$ cat config.mk
export PLATFORM = sky130hd
export DESIGN_NAME = mmio_timer
export DESIGN_NICKNAME = d
export VERILOG_FILES = /design/src/rtl/mmio_timer_pkg.sv /design/src/rtl/mmio_timer_tick_gen.sv /design/src/rtl/mmio_timer.sv
export SDC_FILE = /design/constraint.sdc
export NUM_CORES = 1
export LEC_CHECK = 0
export BUFFER_PORTS_ARGS = -buffer_cell sky130_fd_sc_hd__buf_4
export CAP_MARGIN = 25
export CORE_UTILIZATION = 45
export CTS_BUF_LIST = sky130_fd_sc_hd__clkbuf_16
export CTS_CLUSTER_DIAMETER = 120
export DETAILED_ROUTE_END_ITERATION = 8
export GPL_ROUTABILITY_DRIVEN = 0
export PLACE_DENSITY = 0.66
export SETUP_SLACK_MARGIN = 0.2
export SYNTH_ARGS = -nofsm -noshare
export SYNTH_HDL_FRONTEND = slang
export SYNTH_HIERARCHICAL = 1
export SYNTH_SLANG_ARGS = --single-unit
export TNS_END_PERCENT = 5
$ cat constraint.sdc
create_clock -name clock -period 3.75 [get_ports clock]
set_clock_uncertainty 0.15 [all_clocks]
set_input_delay 0.1875 -clock clock [delete_from_list [all_inputs] [get_ports clock]]
set_output_delay 0.1875 -clock clock [all_outputs]
set_load 0.02 [all_outputs]
$ cat src/rtl/mmio_timer_pkg.sv
// Shared definitions for the memory-mapped timer: register offsets, bit
// positions and the default window base.
package mmio_timer_pkg;

  localparam logic [31:0] DEFAULT_BASE_ADDR = 32'h0000_FF00;

  localparam logic [7:0] OFF_CTRL     = 8'h00;
  localparam logic [7:0] OFF_COUNT    = 8'h04;
  localparam logic [7:0] OFF_COMPARE  = 8'h08;
  localparam logic [7:0] OFF_STATUS   = 8'h0C;
  localparam logic [7:0] OFF_PRESCALE = 8'h10;

  localparam int CTRL_EN    = 0;
  localparam int CTRL_IRQEN = 1;
  localparam int CTRL_AUTO  = 2;

  localparam int ST_MATCH = 0;
  localparam int ST_OVF   = 1;

  localparam logic [31:0] COMPARE_RST = 32'hFFFF_FFFF;

endpackage

$ cat src/rtl/mmio_timer_tick_gen.sv
// Prescaler: counts 0..presc while enabled and emits a one-cycle tick
// whenever the counter sits at presc.
module tick_gen #(
  parameter int PRESC_W = 16
) (
  input  logic               clock,
  input  logic               reset,
  input  logic               en,
  input  logic               clr,
  input  logic [PRESC_W-1:0] presc,
  output logic               tick
);

  logic [PRESC_W-1:0] cnt_q;
  logic [PRESC_W-1:0] cnt_d;

  assign tick = en & (cnt_q == presc);

  // next prescaler count; a register write or disable parks it at zero
  always_comb begin
    cnt_d = cnt_q;
    if (clr || !en) begin
      cnt_d = '0;
    end else if (cnt_q == presc) begin
      cnt_d = '0;
    end else begin
      cnt_d = cnt_q + PRESC_W'(1);
    end
  end

  always_ff @(posedge clock) begin
    if (reset) begin
      cnt_q <= '0;
    end else begin
      cnt_q <= cnt_d;
    end
  end

endmodule

$ cat src/rtl/mmio_timer.sv
// Timer/compare peripheral on the CPU data bus: prescaled 32-bit counter,
// compare register, sticky status and a level interrupt.
module mmio_timer
  import mmio_timer_pkg::*;
#(
  parameter logic [31:0] BASE_ADDR = DEFAULT_BASE_ADDR,
  parameter int          PRESC_W   = 16
) (
  input  logic        clock,
  input  logic        reset,
  input  logic [31:0] addr,
  input  logic        wr,
  input  logic        rd,
  input  logic [31:0] wdata,
  output logic [31:0] rdata,
  output logic        hit,
  output logic        irq
);

  logic               sel_s;
  logic [7:0]         off_s;
  logic               wr_sel_s;
  logic               tick_s;
  logic               presc_clr_s;
  logic               match_set_s;
  logic               ovf_set_s;
  logic [1:0]         status_clr_s;
  logic [31:0]        rd_mux_s;

  logic [2:0]         ctrl_q,    ctrl_d;
  logic [31:0]        count_q,   count_d;
  logic [31:0]        compare_q, compare_d;
  logic [1:0]         status_q,  status_d;
  logic [PRESC_W-1:0] presc_q,   presc_d;
  logic [31:0]        rdata_q,   rdata_d;
  logic               hit_q,     hit_d;

  assign sel_s       = (addr[31:8] == BASE_ADDR[31:8]) && (addr[1:0] == 2'b00);
  assign off_s       = addr[7:0];
  assign wr_sel_s    = wr & sel_s;
  assign presc_clr_s = wr_sel_s && ((off_s == OFF_CTRL) || (off_s == OFF_PRESCALE));

  tick_gen #(.PRESC_W(PRESC_W)) u_tick_gen (
    .clock (clock),
    .reset (reset),
    .en    (ctrl_q[CTRL_EN]),
    .clr   (presc_clr_s),
    .presc (presc_q),
    .tick  (tick_s)
  );

  // software-written registers and the W1C mask for STATUS
  always_comb begin
    ctrl_d       = ctrl_q;
    compare_d    = compare_q;
    presc_d      = presc_q;
    status_clr_s = 2'b00;
    if (wr_sel_s) begin
      case (off_s)
        OFF_CTRL:     ctrl_d       = wdata[2:0];
        OFF_COMPARE:  compare_d    = wdata;
        OFF_STATUS:   status_clr_s = wdata[1:0];
        OFF_PRESCALE: presc_d      = wdata[PRESC_W-1:0];
        default:      ctrl_d       = ctrl_q;
      endcase
    end else begin
      status_clr_s = 2'b00;
    end
  end

  // a COUNT write wins over the tick and suppresses that tick's flags
  always_comb begin
    count_d     = count_q;
    match_set_s = 1'b0;
    ovf_set_s   = 1'b0;
    if (wr_sel_s && (off_s == OFF_COUNT)) begin
      count_d = wdata;
    end else if (tick_s) begin
      if (count_q == compare_q) begin
        match_set_s = 1'b1;
        count_d     = ctrl_q[CTRL_AUTO] ? 32'd0 : count_q + 32'd1;
      end else if (count_q == 32'hFFFF_FFFF) begin
        ovf_set_s = 1'b1;
        count_d   = 32'd0;
      end else begin
        count_d = count_q + 32'd1;
      end
    end else begin
      count_d = count_q;
    end
  end

  // hardware set dominates a same-edge write-1-clear
  always_comb begin
    status_d           = status_q;
    status_d[ST_MATCH] = (status_q[ST_MATCH] & ~status_clr_s[ST_MATCH]) | match_set_s;
    status_d[ST_OVF]   = (status_q[ST_OVF]   & ~status_clr_s[ST_OVF])   | ovf_set_s;
  end

  // read mux over pre-edge register values
  always_comb begin
    case (off_s)
      OFF_CTRL:     rd_mux_s = {29'd0, ctrl_q};
      OFF_COUNT:    rd_mux_s = count_q;
      OFF_COMPARE:  rd_mux_s = compare_q;
      OFF_STATUS:   rd_mux_s = {30'd0, status_q};
      OFF_PRESCALE: rd_mux_s = 32'(presc_q);
      default:      rd_mux_s = 32'd0;
    endcase
    if (rd && sel_s) begin
      rdata_d = rd_mux_s;
      hit_d   = 1'b1;
    end else begin
      rdata_d = 32'd0;
      hit_d   = 1'b0;
    end
  end

  always_ff @(posedge clock) begin
    if (reset) begin
      ctrl_q    <= 3'd0;
      count_q   <= 32'd0;
      compare_q <= COMPARE_RST;
      status_q  <= 2'd0;
      presc_q   <= '0;
      rdata_q   <= 32'd0;
      hit_q     <= 1'b0;
    end else begin
      ctrl_q    <= ctrl_d;
      count_q   <= count_d;
      compare_q <= compare_d;
      status_q  <= status_d;
      presc_q   <= presc_d;
      rdata_q   <= rdata_d;
      hit_q     <= hit_d;
    end
  end

  assign rdata = rdata_q;
  assign hit   = hit_q;
  assign irq   = status_q[ST_MATCH] & ctrl_q[CTRL_IRQEN];

endmodule

# After elaboration in Yosys (flattened, before gate mapping)
# Cells that the tools add are included.
[word_totals]
reg_bits = 134
inputBits = 68
output_inout_bits = 34
wordCells = 59
[op_classes]
n_mux = 16
n_bitwise = 10
addsub = 2
eq_ne = 8
n_reduce_logical = 15
[ops]
columns = ["op", "count"]
rows = [
  ["2-to-1 mux 32 bit", 5],
  ["one-hot mux 32 bit (5 select lines)", 1],
  ["adder 32 x 1 -> 32 bit (second input constant)", 1],
  ["== test 32 bit", 1],
  ["== test 32 bit (second input constant)", 1],
  ["== test 24 x 8 -> 1 bit (second input constant)", 1],
  ["adder 16 x 1 -> 16 bit (second input constant)", 1],
  ["== test 16 bit", 1],
  ["== test 8 x 4 -> 1 bit (second input constant)", 2],
  ["== test 8 x 3 -> 1 bit (second input constant)", 1],
  ["== test 8 x 5 -> 1 bit (second input constant)", 1],
  ["logical NOT 8 bit", 1],
  ["2-to-1 mux 1 bit", 8],
  ["AND reduction 2 bit", 3],
  ["bitwise AND 1 bit", 5],
  ["logical AND 1 bit", 4],
  ["2-to-1 mux 2 bit", 2],
  ["NOT 1 bit", 3],
  ["OR reduction 3 bit", 1],
  ["logical NOT 2 bit", 1],
  ["logical OR 1 bit", 2],
  ["bitwise OR 1 bit", 2],
  ["nonzero test 2 bit", 1],
  ["OR reduction 2 bit", 1],
  ["logical NOT 1 bit", 1],
]

# Depth between registers and ports, before layout
# Gate-level depths: netlist (run 1).
[logic_depth]
ltp_word = 7
depth_mapped = 12
ltp_nobuf = 10

# Hierarchy
# The synthesis (run 1) kept the hierarchy.
[modules_own_cells]
columns = ["mod", "area_each_um2", "instances", "cells_each"]
rows = [
  ["mmio_timer", 5734.2, 1, 709],
  ["tick_gen", 974.7, 1, 100],
]

# Worst setup path after synthesis (run 1)
# No wires, ideal clock.
[synth_path]
path_kind = "register -> register"
from = "reg u_tick_gen.cnt_q[10]"
to = "reg count_q[13]"
path_slack_ns = 1.118
t_arrival_ns = 2.412
synth_period_minus_slack_ns = 2.632
path_stages_with_launch = 13
setup_ns = 0.070
required_time_ns = 3.530
path_cell_list = "dfxtp_1 buf_6 xnor2_2 nand4_1 nor4_4 and2_1 clkbuf_1 nand2_1 nor3_1 nand3_1 xnor2_1 o211ai_1 a21oi_1"
[synth_between]
elab_chain_len = 3
[synth_rtl]
columns = ["element", "line_no", "text"]
rows = [
  ["start, declared", "mmio_timer_tick_gen.sv:14", "logic [PRESC_W-1:0] cnt_q;"],
  ["start signal, assigned", "mmio_timer_tick_gen.sv:35", "cnt_q <= cnt_d;"],
  ["== test 16 bit", "mmio_timer_tick_gen.sv:17", "assign tick = en & (cnt_q == presc);"],
  ["bitwise AND 1 bit", "mmio_timer_tick_gen.sv:17", ""],
  ["via tick_s", "mmio_timer.sv:23", "logic tick_s;"],
  ["nonzero test 2 bit (no line)", "-", ""],
  ["end signal, assigned", "mmio_timer.sv:130", "count_q <= count_d;"],
  ["end, declared", "mmio_timer.sv:31", "logic [31:0] count_q, count_d;"],
]
# The timed path passes the listed nets, and every way through them passes these cells.
# A chain may end at the register's enable or synchronous reset.

# Worst setup path in the final report (run 1)
[layout_path]
from = "reg count_q[0]"
to = "reg count_q[16]"
[layout_between]
elab_chain_len = 5
word_cells_on_any_way = 8
classes_between = "add/sub (1); eq/ne (2); mux (5)"
[layout_rtl]
columns = ["element", "line_no", "text"]
rows = [
  ["adder 32 x 1 -> 32 bit or == test 32 bit (tied branches)", "mmio_timer.sv:81, mmio_timer.sv:86, mmio_timer.sv:82", ""],
  ["2-to-1 mux 32 bit, on equally long branches", "mmio_timer.sv:82, mmio_timer.sv:81", ""],
  ["2-to-1 mux 32 bit *", "mmio_timer.sv:79", "if (count_q == compare_q) begin"],
  ["2-to-1 mux 32 bit *", "mmio_timer.sv:78", "end else if (tick_s) begin"],
  ["2-to-1 mux 32 bit *", "mmio_timer.sv:76", "if (wr_sel_s && (off_s == OFF_COUNT)) begin"],
]
# Every way passes the cells marked *; elsewhere a longest branch is shown, timed or not. The select of a mux whose other input is x is not followed.

==> results.toml, run 1 <==
[timing]
grt_setup_unrepaired = "no"
setup_tns_ns = 0
hold_violations = 0
slew_headroom = 0.463
finalCriticalPeriod_ns = 3.02
drv_slew = 0
setup_violations = 0
fin_crit_sh = 0.805
tightestPinTransition_ns = 0.804
fmax_mhz = 331

[pwr]
intPower_mw = 2.54
p_per_area_nw_per_um2 = 384
power_frac_seq = 0.440
p_comb_frac = 0.044
p_leak_nw = 3.13
swShare = 0.218
p_clk_frac = 0.516
peakVddDrop_v = 0.000335
power.switching_mw = 0.709

[yosys]
netlist_area_um2 = 6710
yosysMostFrequentCell = "dfxtp_1"
async_flop_share = 0
synth_largest_area_cell = "dfxtp_1"
ys_top_cells_by_count = "134 x dfxtp_1, 132 x nand2_1, 77 x nor2_1"
ys.flop_type = "dfxtp_1"
seq_area_frac_synth = 0.400
synth_area_leaders = "dfxtp_1 40%, xnor2_1 8.2%, nand2_1 7.4%"
synth-edff-count = 0
synthesis.nets = 879
yosysWarnings = 6
syn_area_per_cell_um2 = 8.29
synth_seq_cells = 134
netlist_instances = 809
synthDistinctLibCells = 51
synth_top_area_share = 0.400

[floorplan]
design.core.area_um2 = 14500
die_y_um = 124
initial_core_util = 0.462
fp-row-count = 44
io_pins = 102
die_x_um = 124
die_area_um2 = 15400

[critical_path]
path_class = "flop to flop"
critPathMaxFanout = 8
crit_path_start_kind = "flop"
worstPathArrival_ns = 3.17
critPathRequiredTime_ns = 3.90
rrSetupSlack_ns = 0.73
cp-end-kind = "flop"

[cts]
cts_root_buf = "clkbuf_16"
clock_path_buffers = 2
clock_latency_ns = 0.43
cts.sinks = 134
cts_made_buffers = 17
cts_tree = "built"
post_cts.repair.setup_buffers = 0
htree_levels = 4
cts.reportedPaths.clkPinSlew_ns = 0.06

[layout]
filler_cell_count = 1339
fin_nets = 985
utilization = 0.582
antennaDiodeCount = 0
drive_above_1_share = 0.199
syn2layout_area_growth_pct = 26.1
regArea_um2 = 2680
multi_input_area_um2 = 3690

[grt]
grt_overflow = 0
grt_pass1_wl_um = 31100
antenna_found_initial = 0
grt_max_degree = 39
grt_pass1_vias = 5917
grt.total_usage = 0.268

[route]
wl_met2_um = 8930
num_vias = 6347
wl_met1_um = 8720
met3_length_um = 1450
wl_per_cell_um = 17.6
antenna_left = 0
top_layer_used = "met4"
wl_um = 19500
first_iter_violations = 719
dr.pass1.iters = 6
vias_per_cell = 5.71
drc = 0

[flow_run]
drv_cap = 0

[status]
status = "complete, no violations"

[placement]
dp.final_hpwl_um = 13000
numPortBuffers = 101

[worst_hold_path]
hold_path.class = "input port to flop"
[per-stage QoR]
stage / worst slack (ns) / total power [mW] / hold WS (ns) / instance area [um^2] / instances
after floorplan: 1.12 / 1.49 / 0.161 / 6710 / 809
after global placement: 0.814 / 1.57 / 0.262 / 7520 / 1045
after detailed placement: 0.729 / 1.57 / 0.268 / 7530 / 1046
after CTS: 0.771 / 3.26 / 0.0797 / 8460 / 1112
after global routing: 0.501 / 3.35 / 0.0961 / 8460 / 1112
final: 0.730 / 3.25 / 0.0883 / 8460 / 1112
[metal layers]
layer / track usage / vias to the layer above
li1: - / 3078
met2: 0.413 / 277
met3: 0.0536 / 32
met5: 0 / -
met4: 0.113 / 0
met1: 0.362 / 2960
[sequential cells by signal, summed over array words and instances, names as in the netlist]
signal            flops
status_q              2
u_tick_gen/cnt_q     16
hit                   1
compare_q            32
count_q              32
ctrl_q                3
presc_q              16
rdata                32
[cell usage in the layout (no fill, tap or decap), types with 14 or more instances in the layout]
cell type	count
dlygate4sd3_1	34
a222oi_1	14
a22oi_1	20
nor2_1	76
xnor2_1	63
buf_4	117
and3_1	19
clkbuf_16	17
nand3_1	52
nand2_1	132
a21oi_1	37
nor3_1	23
nand4_1	27
dfxtp_1	134
[worst paths after layout]
kind,startpoint,end,cells after the start
worst max-delay path,count_q[0],count_q[16],9
worst min-delay path,addr[18],hit,4
worst max register to register,count_q[0],count_q[16],9
worst min register to register,ctrl_q[1],ctrl_q[1],2
[area by class of cell]
cell class              instances  share of cell area
flip-flops and latches        134               0.317
repair buffers                152               0.145
clock buffers                  17              0.0503
multi-input cells             599               0.436
clock inverters                15              0.0192
inverters                      11             0.00488
well taps                     184              0.0272
[critical path: stages (launching register included)]
cell      delay, ns
dfxtp_1        0.50
ha_1           0.24
and3_1         0.19
and3_1         0.38
nand4_1        0.31
a211oi_2       0.46
nor4_4         0.16
buf_6          0.19
a221oi_1       0.24
nor2_1         0.07
[cell families after synthesis]
kind of cell | after synthesis | synth area share
buffers and inverters | 76 | 0.0515
DFF | 134 | 0.400
adders and majority gates | 2 | 0.00373
AOI/OAI and AO/OA | 130 | 0.147
xor gates and xnor gates | 76 | 0.100
muxes | 4 | 0.00634
and+or+nand+nor | 387 | 0.292
[what timing repair did]
action	in CTS	in global routing
hold buffers	34	0
hold endpoints to repair	83	0
resized for setup	0	0
[power by group through the flow]
stage | Combinational (mW) | Sequential (mW) | Clock, mW
after floorplan | 0.0325 | 1.46 | 0
after global placement | 0.113 | 1.46 | 0
after detailed placement | 0.113 | 1.46 | 0
after CTS | 0.141 | 1.43 | 1.69
after global routing | 0.151 | 1.43 | 1.77
final | 0.142 | 1.43 | 1.68
Power figures use the tool's default switching activity.
==> run 2: changes to the inputs <==
- ABC_AREA: default -> 1
- PLACE_DENSITY: 0.66 -> default
- clock period: 3.75 -> 2.79 ns (I/O delays scaled with it)
==> run 2 against run 1 <==
Compared with the run above: global-route usage is 0.75 points higher; final area is 20% higher; critical endpoint is now count_q[25]; via count is 37% higher; non-clock buffer count is 2 lower; flip-flop and latch count stayed put; core utilization is 1.6 points lower; cell count is 57% higher; synthesized cell count is 71% higher; register-to-register slack worse by 0.28 ns.
==> results.toml, run 2 <==
[status]
status = "complete, no violations"

[floorplan]
design.core.area_um2 = 18000
die_area_um2 = 18900
io_pins = 102
die_y_um = 138
fp-row-count = 49
die_x_um = 138
initial_core_util = 0.461

[critical_path]
crit_path_start_kind = "flop"
critPathMaxFanout = 18
path_class = "flop to flop"
worstReg2RegStart = "count_q[0]"
rr_worst_depth = 10
critPathLaunch = "count_q[0]"
critPathRequiredTime_ns = 2.94
cp-end-kind = "flop"
reg2reg_to = "count_q[25]"
worstPathArrival_ns = 2.49
cp-endpoint = "count_q[25]"
rrSetupSlack_ns = 0.45

[grt]
grt.total_usage = 0.275
grt_overflow = 0
grt_max_degree = 65
grt_pass1_wl_um = 39900
antenna_found_initial = 0
grt_pass1_vias = 7748

[timing]
fin_crit_sh = 0.840
drv_slew = 0
tightestPinTransition_ns = 0.901
hold_violations = 0
grt_setup_unrepaired = "no"
fmax_mhz = 427
slew_headroom = 0.399
finalCriticalPeriod_ns = 2.34
setup_violations = 0
setup_tns_ns = 0

[pwr]
peakVddDrop_v = 0.000373
p_leak_nw = 4.84
p_per_area_nw_per_um2 = 449

[placement]
numPortBuffers = 101
placed_area_um2 = 9200
dp.final_hpwl_um = 18200

[cts]
cts.sinks = 134
post_cts.repair.setup_buffers = 0
cts_tree = "built"
cts_made_buffers = 17
clock_path_buffers = 2
cts.reportedPaths.clkPinSlew_ns = 0.06
htree_levels = 4
cts_root_buf = "clkbuf_16"
clock_latency_ns = 0.43

[layout]
drive_above_1_share = 0.122
most-common-layout-cells = "438 x nand2_1, 247 x inv_1, 165 x nor2_1"
fin_area_um2 = 10200
layout_commonest_cell = "nand2_1"
antennaDiodeCount = 0
syn2layout_area_growth_pct = 22.9
fin_nets = 1576

[yosys]
ys.flop_type = "dfxtp_1"
ys_top_cells_by_count = "438 x nand2_1, 246 x inv_1, 165 x nor2_1"
syn_area_per_cell_um2 = 5.97
synth_largest_area_cell = "dfxtp_1"
synthesis.nets = 1457
async_flop_share = 0
yosysMostFrequentCell = "nand2_1"
synthDistinctLibCells = 35
synth_area_leaders = "dfxtp_1 32%, nand2_1 20%, inv_1 11%"
netlist_area_um2 = 8270
yosysWarnings = 6
synth_seq_cells = 134
synth-edff-count = 0
seq_area_frac_synth = 0.324
synth_top_area_share = 0.324
netlist_instances = 1387

[route]
drc = 0
wl_um = 24900
first_iter_violations = 550
vias_per_cell = 4.98
dr.pass1.iters = 5
antenna_left = 0
num_vias = 8692
wl_per_cell_um = 14.2

[worst_hold_path]
hold_path.class = "input port to flop"

[flow_run]
drv_cap = 0
-- run 2: worst min path at each step --
stage / start / to / slack (ns) / depth (start not counted)
after floorplan: rd / hit / 0.16 / 2
after global placement: wdata[5] / presc_q[5] / 0.29 / 3
after detailed placement: wdata[5] / presc_q[5] / 0.30 / 3
after CTS: reset / count_q[2] / 0.02 / 2
after global routing: reset / count_q[2] / 0.04 / 2
final: reset / count_q[6] / 0.04 / 2
-- run 2: layout make-up --
| type | count | area [um^2] |
|---|---|---|
| Clock inverter | 14 | 209 |
| Clock buffer | 17 | 425 |
| Sequential cell | 134 | 2680 |
| Multi-Input combinational cell | 946 | 4380 |
| Timing Repair Buffer | 150 | 1220 |
| Inverter | 257 | 965 |
| Tap cell | 229 | 287 |
| Fill cell | 1809 | 7790 |
-- run 2: where the power goes --
part / leakage (nW) / internal (mW) / switching (mW)
Combinational: 3.45 / 0.106 / 0.0898
Sequential: 1.08 / 1.91 / 0.000000000177
Clock: 0.308 / 1.57 / 0.888
-- run 2: worst max-delay path: stages (launching register included) --
cell	delay (ns)
dfxtp_1	0.42
ha_1	0.24
nand2_1	0.08
nor2_2	0.28
nand2_2	0.14
nor2_4	0.20
nand2_1	0.12
nor2_2	0.16
nand2_4	0.17
nand4_1	0.17
a21oi_1	0.08
-- run 2: cell families (layout without fill, tap and decap cells) --
logic type,after synthesis,after routing,synth area share
xor gates and xnor gates,27,27,0.0286
buffers and inverters,307,438,0.147
DFF,134,134,0.324
AOI/OAI and AO/OA,196,196,0.136
and+or+nand+nor,721,721,0.361
adders and majority gates,2,2,0.00302
-- run 2: repair_timing --
item,CTS,global route
endpoints found under the hold margin,77,0
resized for setup,0,0
hold buffers,34,0
-- run 2: metrics by stage --
step	utilization	worst slack, ns	total power, mW	instances	hold slack [ns]
2_1_floorplan	-	0.868	2.01	1387	0.160
3_3_place_gp	0.512	0.507	2.11	1682	0.289
5_1_grt	0.566	0.228	4.71	1747	0.0418
3_5_place_dp	0.512	0.509	2.11	1682	0.301
6_report	0.566	0.445	4.57	1747	0.0355
4_1_cts	0.566	0.495	4.61	1747	0.0211
-- run 2: per-layer routing --
| layer | GRT usage | wire (um) | share of wire | vias to the layer above |
|---|---|---|---|---|
| li1 | - | - | - | 4541 |
| met1 | 0.388 | 12300 | 0.50 | 3895 |
| met2 | 0.429 | 10900 | 0.44 | 231 |
| met3 | 0.0419 | 1290 | 0.052 | 25 |
| met4 | 0.0794 | 323 | 0.013 | 0 |
| met5 | 0 | 0 | 0 | - |
==> run 3: changes to the inputs <==
- PLACE_DENSITY: default -> 0.67
- clock period: 2.79 -> 2.01 ns (I/O delays scaled with it)
==> run 3 against run 2 <==
Compared with the run above: power grew 31%; flip-flop and latch count is the same; critical path type unchanged; die area is the same; register-to-register slack lost 0.42 ns; the flow now finishes with violations (hold timing); via count grew 5.7%; highest routed layer unchanged; hold slack lost 0.093 ns.
==> results.toml, run 3 (same netlist as run 2, synthesis figures left out) <==
[cts]
htree_levels = 4
ctsHoldBuffers = 38
clock_latency_ns = 0.43
cts.reportedPaths.clkPinSlew_ns = 0.06
cts_root_buf = "clkbuf_16"
cts.sinks = 134
cts_made_buffers = 17
clock_path_buffers = 2
cts_tree = "built"

[critical_path]
rrSetupSlack_ns = 0.03
critPathSlowestCell = "dfxtp_2"
cp-end-kind = "flop"
reg2reg_to = "count_q[16]"
path_class = "flop to flop"
rr_worst_depth = 12
worst_path_most_repeated_cell = "nand2_1"
worstPathArrival_ns = 2.18
crit_buf_inv = 2
worstReg2RegStart = "count_q[2]"
worstPathCellList = "buf_4 > xor2_1 > nor2_1 > nand2_1 > nor2_1 > nand2_1 > nor2_4 > buf_12 > nand2_1 > nand2_1 > nand3_1 > a21oi_2"
critPathMaxFanout = 15
crit_path_start_kind = "flop"
critPathRequiredTime_ns = 2.21
critical-path-top-delay-family = "simple AND/OR/NAND/NOR gates"
path_depth = 12
cpPeakStageDelay_ns = 0.36

[grt]
grt.busiest_layer = "met2"
met3_usage = 0.0460
grt_overflow = 0
grt_util_met2 = 0.453
antenna_found_initial = 0
grt_pass1_vias = 8211
grt.total_usage = 0.278
grt_max_degree = 35
grt_pass1_wl_um = 40600
grtUsageMet1 = 0.374

[route]
num_vias = 9185
wl_per_cell_um = 13.9
wl_um = 25600
first_iter_violations = 803
antenna_left = 0
vias_per_cell = 4.98
dr.pass1.iters = 6
drc = 0

[timing]
grt_setup_unrepaired = "yes"
hold_violations = 22
setup_violations = 0
slew_headroom = 0.676
finalCriticalPeriod_ns = 1.98
holdWs_ns = -0.0577
fmax_mhz = 504
fin_crit_sh = 0.986
tightestPinTransition_ns = 0.486
fin_ws_ns = 0.0274
drv_slew = 0
setup_tns_ns = 0

[placement]
placed_area_um2 = 9890
numPortBuffers = 101
dp.final_hpwl_um = 18600
dp_cells = 1764
detailedPlace.worstSlack_ns = -0.211

[worst_hold_path]
holdCritStartpoint = "reset"
hold_path.class = "input port to flop"
worstHoldPathCells = 2
hold_end = "count_q[4]"

[floorplan]
fp-row-count = 49
die_area_um2 = 18900
die_y_um = 138
design.core.area_um2 = 18000
initial_core_util = 0.461
io_pins = 102
die_x_um = 138

[layout]
syn2layout_area_growth_pct = 34.7
fin_nets = 1673
filler_cell_count = 1716
layout_commonest_cell = "nand2_1"
most-common-layout-cells = "434 x nand2_1, 245 x inv_1, 198 x buf_4"
drive_above_1_share = 0.220
utilization = 0.621
fin_area_um2 = 11100
antennaDiodeCount = 0
fin_cells = 1845

[status]
status = "finished with violations"
violations = "hold timing"

[pwr]
p_leak_nw = 5.36
finalPower_mw = 5.97
peakVddDrop_v = 0.000575
p_per_area_nw_per_um2 = 535

[flow_run]
drv_cap = 0
## run 3: changes by cell type in the layout (fill, tap and decap cells not counted), moves of 4 or more
cell | previous run | this run
nand2_1 | 438 | 434
a21oi_2 | 0 | 5
buf_4 | 115 | 198
dfxtp_2 | 0 | 48
dlygate4sd3_1 | 34 | 38
a21oi_1 | 84 | 79
nor2_2 | 11 | 15
nor2_4 | 4 | 12
nor2_1 | 165 | 153
buf_12 | 1 | 7
dfxtp_1 | 134 | 82
dfxtp_4 | 0 | 4
## run 3: cell type report
| type | instances | area [um^2] | area share |
|---|---|---|---|
| Clock buffer | 17 | 425 | 0.0382 |
| Clock inverter | 15 | 138 | 0.0123 |
| Inverter | 257 | 965 | 0.0865 |
| Tap cell | 229 | 287 | 0.0257 |
| Timing Repair Buffer | 245 | 2050 | 0.184 |
| Sequential cell | 134 | 2760 | 0.247 |
| Multi-Input combinational cell | 948 | 4530 | 0.406 |
## run 3: how the worst max path moves through the flow
| stage | startpoint | end | slack, ns |
|---|---|---|---|
| floorplan | u_tick_gen/cnt_q[0] | count_q[4] | 0.17 |
| global placement | count_q[0] | count_q[11] | -0.17 |
| detailed placement | count_q[0] | count_q[15] | -0.21 |
| CTS | count_q[1] | count_q[15] | 0.04 |
| global route | count_q[2] | count_q[16] | -0.1 |
| finish | count_q[2] | count_q[16] | 0.03 |
## run 3: per-layer routing
metal,share of wire,vias to the layer above
li1,-,4747
met1,0.46,4086
met2,0.46,310
met3,0.058,42
met4,0.016,0
met5,0,-
## run 3: repair_timing
action,in CTS,in global routing
endpoints found under the setup margin,34,39
cloned,3,0
resized for setup,28,70
endpoints found under the hold margin,88,22
pin swaps,9,19
setup buffers,7,1
## run 3: power breakdown
group / total, mW / switching [mW] / internal, mW
combinational: 0.278 / 0.129 / 0.149
clock: 3.04 / 1.23 / 1.81
sequential: 2.65 / 0.000000000230 / 2.65
## run 3: worst reg2reg max path: cells and delay by family, from the launching register on
family	cells	cell delay, ns
AND/OR/NAND/NOR	8	0.81
XOR/XNOR	1	0.15
AO/OA/AOI/OAI	1	0.15
flip-flops	1	0.36
buffers and inverters	2	0.30
